**src/rtl/inst_queue_decode.sv**
```systemverilog
// ---------------------------------------------------------------------------
// inst_queue_decode
//   Instruction queue with pre-decode for the ONC-16 core. Instructions are
//   classified and field-extracted when pushed, held in a circular buffer of
//   DEPTH entries, and presented from the head entry. A synchronous flush
//   empties the queue.
//
// Ports
//   clk, rst_n        clock, asynchronous active-low reset
//   in_valid/in_ready push handshake; in_ready = (count != DEPTH)
//   in_inst, in_pc    instruction word and its PC
//   flush             discard all entries at the next edge (wins over push/pop)
//   out_valid/ready   pop handshake; out_valid = (count != 0)
//   out_inst, out_pc  raw head instruction and PC
//   out_class         0 ALU_R, 1 ALU_I, 2 BRANCH, 3 ILLEGAL
//   out_rd/rs/imm     decoded register and immediate fields
//   out_br_cond/reg   branch condition and register-target flag
//   count             current occupancy
// All out_* data fields read 0 while out_valid is low.
// ---------------------------------------------------------------------------
module inst_queue_decode #(
    parameter int unsigned DEPTH = 4,
    parameter int unsigned PC_W  = 16
) (
    input  logic                     clk,
    input  logic                     rst_n,
    input  logic                     in_valid,
    output logic                     in_ready,
    input  logic [15:0]              in_inst,
    input  logic [PC_W-1:0]          in_pc,
    input  logic                     flush,
    output logic                     out_valid,
    input  logic                     out_ready,
    output logic [15:0]              out_inst,
    output logic [PC_W-1:0]          out_pc,
    output logic [1:0]               out_class,
    output logic [3:0]               out_rd,
    output logic [3:0]               out_rs,
    output logic [7:0]               out_imm,
    output logic [2:0]               out_br_cond,
    output logic                     out_br_reg,
    output logic [$clog2(DEPTH):0]   count
);

    localparam int unsigned AW = $clog2(DEPTH);
    localparam int unsigned CW = AW + 1;

    typedef enum logic [1:0] {
        CLS_ALU_R   = 2'd0,
        CLS_ALU_I   = 2'd1,
        CLS_BRANCH  = 2'd2,
        CLS_ILLEGAL = 2'd3
    } cls_e;

    typedef struct packed {
        logic [15:0]     inst;
        logic [PC_W-1:0] pc;
        cls_e            cls;
        logic [3:0]      rd;
        logic [3:0]      rs;
        logic [7:0]      imm;
        logic [2:0]      br_cond;
        logic            br_reg;
    } entry_t;

    entry_t          mem_q [DEPTH];
    entry_t          dec_d;
    entry_t          head;
    logic [AW-1:0]   wptr_q, wptr_d;
    logic [AW-1:0]   rptr_q, rptr_d;
    logic [CW-1:0]   count_q, count_d;
    logic            push, pop;

    // Pre-decode of the incoming word; every field not owned by the class
    // stays at its zero default.
    always_comb begin
        dec_d      = '0;
        dec_d.inst = in_inst;
        dec_d.pc   = in_pc;
        dec_d.cls  = CLS_ILLEGAL;
        unique case (in_inst[15:12])
            4'h0: begin
                if (in_inst[11:8] != 4'h0 && in_inst[11:8] != 4'h6 &&
                    in_inst[11:8] != 4'hF) begin
                    dec_d.cls = CLS_ALU_R;
                    dec_d.rd  = in_inst[7:4];
                    dec_d.rs  = in_inst[3:0];
                end
            end
            4'h3, 4'h7: dec_d.cls = CLS_ILLEGAL;
            4'hF: begin
                dec_d.cls     = CLS_BRANCH;
                dec_d.br_cond = in_inst[10:8];
                dec_d.br_reg  = in_inst[11];
                if (in_inst[11]) dec_d.rs  = in_inst[3:0];
                else             dec_d.imm = in_inst[7:0];
            end
            default: begin
                dec_d.cls = CLS_ALU_I;
                dec_d.rd  = in_inst[11:8];
                dec_d.imm = in_inst[7:0];
            end
        endcase
    end

    assign in_ready  = (count_q != CW'(DEPTH));
    assign out_valid = (count_q != '0);
    assign push      = in_valid && in_ready;
    assign pop       = out_valid && out_ready;

    always_comb begin
        wptr_d  = wptr_q;
        rptr_d  = rptr_q;
        count_d = count_q;
        if (flush) begin
            wptr_d  = '0;
            rptr_d  = '0;
            count_d = '0;
        end else begin
            if (push) wptr_d = wptr_q + AW'(1);
            if (pop)  rptr_d = rptr_q + AW'(1);
            unique case ({push, pop})
                2'b10:   count_d = count_q + CW'(1);
                2'b01:   count_d = count_q - CW'(1);
                default: count_d = count_q;
            endcase
        end
    end

    always_ff @(posedge clk or negedge rst_n) begin
        if (!rst_n) begin
            wptr_q  <= '0;
            rptr_q  <= '0;
            count_q <= '0;
        end else begin
            wptr_q  <= wptr_d;
            rptr_q  <= rptr_d;
            count_q <= count_d;
        end
    end

    // Storage needs no reset: nothing is visible unless count covers it.
    always_ff @(posedge clk) begin
        if (push && !flush) mem_q[wptr_q] <= dec_d;
    end

    always_comb begin
        head = '0;
        if (out_valid) head = mem_q[rptr_q];
    end

    assign out_inst    = head.inst;
    assign out_pc      = head.pc;
    assign out_class   = head.cls;
    assign out_rd      = head.rd;
    assign out_rs      = head.rs;
    assign out_imm     = head.imm;
    assign out_br_cond = head.br_cond;
    assign out_br_reg  = head.br_reg;
    assign count       = count_q;

endmodule

```
**config.mk**
```make
export PLATFORM = sky130hd
export DESIGN_NAME = inst_queue_decode
export DESIGN_NICKNAME = d
export VERILOG_FILES = /design/src/rtl/inst_queue_decode.sv
export SDC_FILE = /design/constraint.sdc
export NUM_CORES = 1
export LEC_CHECK = 0
export ABC_AREA = 1
export BUFFER_PORTS_ARGS = -buffer_cell sky130_fd_sc_hd__buf_2
export CORE_UTILIZATION = 53
export DETAILED_ROUTE_END_ITERATION = 10
export PLACE_DENSITY_LB_ADDON = 0.2
export SLEW_MARGIN = 20
export SYNTH_ARGS = -nofsm -noshare
export SYNTH_HDL_FRONTEND = slang
export SYNTH_SLANG_ARGS = --single-unit
```
**constraint.sdc**
```tcl
create_clock -name clk -period 3.7 [get_ports clk]
set_input_delay 0.185 -clock clk [delete_from_list [all_inputs] [get_ports clk]]
set_output_delay 0.185 -clock clk [all_outputs]
set_load 0.005 [all_outputs]
```
Word level (Yosys, flattened, before mapping)
Memory sizes are Yosys's and may differ from the RTL's.
Cells that the tools add are included.
Word-level totals
  bits in registers: 7
  memories: 1
  output and inout port bits: 59
  memory bits (writable): 216
  input bits: 37
Memories
  mem_q: depth 4, bits a word 54, rd ports 1, clocked after Yosys merged registers in 0, write ports 1, line 66  | entry_t mem_q [DEPTH];
Operators by class
  add/subtract/negate cells: 4
  equality and inequality tests: 8
  reductions and logical operators: 15
  multiplexer cells: 17
Operator list (number)
  $mux W54: 1
  $pmux W4 S2: 2
  $pmux W8 S2: 1
  $mux W10: 1
  $mux W2: 4
  $mux W4: 2
  $mux W8: 1
  $pmux W2 S3: 1
  $pmux W3 S2: 1
  $reduce_bool A3 Y1: 2
  $reduce_or A3 Y1: 2
  $logic_and A1 B1 Y1: 5
  $add A2 B1 Y2 const B: 2
  $eq A4 B2 Y1 const B: 1
  $eq A4 B3 Y1 const B: 1
  $eq A4 B4 Y1 const B: 1
  $logic_not A4 Y1: 1
  $ne A4 B3 Y1 const B: 1
  $ne A4 B4 Y1 const B: 1
  $reduce_bool A2 Y1: 2
  $reduce_bool A4 Y1: 1
  $add A3 B1 Y3 const B: 1
  $mux W3: 1
  $ne A3 B3 Y1 const B: 1
  other kinds (6): 7

Depth between registers and ports, before layout
  depth after elaboration: 5
  mapped depth: 13

Worst setup path before layout
Ideal clock, no wire load.
  path type: register to register
  start point: register count_q[2], in the netlist count[2]
  end point: memory mem_q[0][0] in the netlist's numbering (enable)
  data required time: 3234 ps
  data arrival time: 3132 ps
  period minus slack after synthesis: 3598 ps
  buffers on the path: 1
  stages on the path, launching flop included: 5
  slack: 102 ps
  setup time: 466 ps
  cells stage by stage: dfrtp_1 buf_2 a21oi_2 nand2_1 nor2_1
On the way
  word-level cells in the longest chain between the ends: 5
RTL lines
  from (decl): line 71  | logic [CW-1:0] count_q, count_d;
  from (signal assigned): line 138  | count_q <= count_d;
  $ne A3 B3 Y1: line 106  | assign in_ready = (count_q != CW'(DEPTH));
  $logic_and A1 B1 Y1: line 108  | assign push = in_valid && in_ready;
  $logic_and A1 B1 Y1: line 144  | if (push && !flush) mem_q[wptr_q] <= dec_d;
  $mux W1: line 144
  $mux W1 (implied by the code): line 144
  to (decl): line 66
No other way between the ends.

Worst setup path after layout
  start point: register rptr_q[0]
  end point: output port out_inst[8]
On the way
  word-level cells in the longest chain between the ends: 2
RTL lines
  from (decl): line 70  | logic [AW-1:0] rptr_q, rptr_d;
  from (signal assigned): line 137  | rptr_q <= rptr_d;
  $mem_v2 Z4 W54
  $mux W54: line 149  | if (out_valid) head = mem_q[rptr_q];
  to (decl): line 34  | output logic [15:0] out_inst,
No other way between the ends.

==> metrics.md <==
| Metric | Value |
|---|---|
| Status | `finished, final reports clean` |
| F_max | `around 0.35 GHz` |
| Commonest cells in the synthesized netlist | `227 x nor2_1, 216 x edfxtp_1, 97 x o21ai_0` |
| Crit path max-delay family | `flip-flops` |
| Seq/Total Area, Yosys | `0.729` |
| PD cells | `663 nW/µm²` |
| Metal3 WL | `around 1100 µm` |
| Final Cycle Share | `0.777` |
| Ys flop type | `edfxtp_1` |
| Worst-Margin Slew | `a little under 1000 ps` |
| HP Class | `input port to asynchronous set/reset pin` |
| Reg clk slew, reported paths | `around 60 ps` |
| Final Worst Setup Slack | `a little over 800 ps` |
| DR vias/cell | `5.38` |
| Post-CTS Hold Buffers | `35` |
| Gr usage total | `0.224` |
| First-pass GRT wire length | `roughly 30000 µm` |
| GPL Wtd Cong | `~0.77` |
| Worst slack, placed | `about 1400 ps` |
| Post-Syn Area | `just over 9000 µm²` |
| Metal-1 WL | `between 8000 and 9000 µm` |
| Max VDD drop | `~0.00046 V` |
| Post CTS Setup Buffer Count | `0` |
| Max H-tree Level | `1` |
| Critical Path RT | `~3500 ps` |
| DRT iter0 DRCs | `between 400 and 500` |
| CTS tree | `yes` |
| CP arrival | `approximately 2700 ps` |
| Crit-path cells | `buf_4 -> nor2_1 -> nor2_1 -> o21ai_0 -> a21oi_1 -> buf_2` |
| Top-count cell post-synth | `nor2_1` |
| Initial core utilization | `0.547` |
| Post-DRT Antenna Nets | `0` |
| Largest net degree at the start of global routing | `73` |
| Register bit total from synthesis | `223` |
| Root Driver | `clkbuf_16` |
| Syn_area_per_cell | `roughly 12 µm²` |
| CTS max path bufs | `3` |
| Tmin final | `~2900 ps` |
| Critical path's largest stage delay | `around 960 ps` |
| CP most frequent cell | `nor2_1` |
| DR top layer | `met4` |
| FILL cells | `between 1k and 1.5k` |
| RSZ-0062 raised after global routing | `no` |
| Die area | `about 18000 µm²` |
| Total CTS buffers | `22` |
| Count of final max-slew check failures | `0` |
| IO buf count | `95` |
| Fin Setup TNS | `0 ps` |
| DR WL met2 | `between 9000 and 10000 µm` |
| Leak | `4.03 nW` |
| Io pins | `96` |
| Avg WL per Cell | `~18 µm` |
| Crit Path Max Fanout | `roughly 70` |
| CP Class | `flop to output pin` |
| Cts repair resizes | `0` |
| Max cap viols | `0` |
| Residual DRC count | `0` |
| GRT overflow | `0` |
| Die height | `133 µm` |
| Worst setup EP type | `output pin` |
| Cells after synthesis | `760` |
| Wirelength, routed | `19600 µm` |
| Vias | `~6k` |
| Rows | `47` |
| NumNets Final | `926` |
| Setup Viol. Count Final | `0` |
| Antenna fix cells | `0` |
| Worst-path cell with the longest stage delay | `dfrtp_4` |
| Asr flop ratio synth | `0.0314` |
| Cell taking the most area after synthesis | `edfxtp_1` |
| Yosys warns | `0` |
| Area grow syn2layout | `18.9%` |
| Element type at the critical path start | `flop` |
| Top cell type's share of synthesized area | `0.710` |
| Hpwl dp | `about 11000 µm` |
| CTS Sinks | `about 220` |
| Number of global-route vias before repair | `about 5.9k` |
| Die width | `~130 µm` |
| Final Hold Fails | `0` |
| Clock skew | `about 10 ps` |
| Yosys cell types | `26` |
| Share of cells above drive strength 1 | `0.174` |
| Top cells by area, synth | `edfxtp_1 71%, nor2_1 9.3%, o21ai_0 5.3%` |
| Post-synth EDFFs | `between 200 and 250` |
| Mapped Nets | `approximately 800` |
| Clk_lat worst skew | `approximately 500 ps` |
| Core footprint | `between 15000 and 20000 µm²` |
| Pre-antenna DRT Iters | `6` |
| Worst slew margin | `0.357` |
| Worst path buffer plus inverter count | `2` |
| Worst reg2reg setup slack | `1410 ps` |
| Initial antenna violation count | `0` |
logic make-up (layout without fill, tap and decap cells):
kind of cell    after synthesis  count (layout)  share of synthesized area
flops                       223             223                      0.729
fa+ha+maj                     5               5                    0.00767
buf+inv                      74             214                     0.0422
xor+xnor                      3               3                    0.00288
simple gates                270             270                      0.116
compound gates              185             185                      0.102
layer usage:
layer | up-vias | GRT usage
met2 | 179 | 0.395
met1 | 2907 | 0.285
li1 | 2904 | -
met5 | - | 0
met3 | 33 | 0.0327
met4 | 0 | 0.0720
worst paths after layout:
| check | cells after the start | start | to |
|---|---|---|---|
| max in group asynchronous | 2 | rst_n | rptr_q[0] |
| setup reg to reg | 5 | count[0] | mem_q[2][7] |
| min in group clk | 5 | in_valid | wptr_q[0] |
| hold / removal | 2 | rst_n | wptr_q[0] |
| hold reg to reg | 2 | wptr_q[1] | wptr_q[1] |
| setup / recovery | 6 | rptr_q[0] | out_inst[8] |
final cells by class:
type | count | area (µm²) | area share
clock inverters | 14 | 175 | 0.0161
repair buffers | 142 | 916 | 0.0844
inverters | 32 | 120 | 0.0111
well taps | 220 | 275 | 0.0254
multi-input cells | 463 | 2120 | 0.195
clock buffers | 26 | 587 | 0.0540
flip-flops and latches | 223 | 6670 | 0.614
state kept, by name, indices dropped and copies added, names as in the netlist:
signal / flops
count: 3
mem_q: 216
rptr_q: 2
wptr_q: 2
where the power goes:
group	internal (mW)	leakage, nW	switching, mW	total (mW)
clock	1.41	0.358	0.899	2.31
sequential	2.94	2.06	0.134	3.07
combinational	0.656	1.61	1.16	1.81
total	5.01	4.03	2.19	7.20
cell usage in the layout (no fill, tap or decap), types with 5 or more instances in the layout:
cell	instances
a21oi_1	68
nand2_1	19
clkbuf_16	23
edfxtp_1	216
buf_4	12
buf_2	95
inv_1	29
nor2_1	223
dlygate4sd3_1	35
o21ai_0	97
nand3_1	13
dfrtp_1	5
o21ai_1	19
worst register-to-register path: stages, from the launching register on:
cell     delay, ps
dfrtp_1        450
nor2_2          90
a21oi_2        230
nand2_1        280
nor2_4         430
buf_4          460
stage by stage:
stage	instance area (µm²)	util	hold slack [ps]	instances	total power [mW]
3_3_place_gp	9750	0.584	27.5	1045	4.88
5_1_grt	10900	0.650	71.9	1120	7.54
3_5_place_dp	9750	0.584	36.8	1045	4.93
2_1_floorplan	9140	-	-111	760	4.19
6_report	10900	0.650	50.3	1120	7.20
4_1_cts	10900	0.650	61.2	1120	7.25
Power figures use the tool's default switching activity.
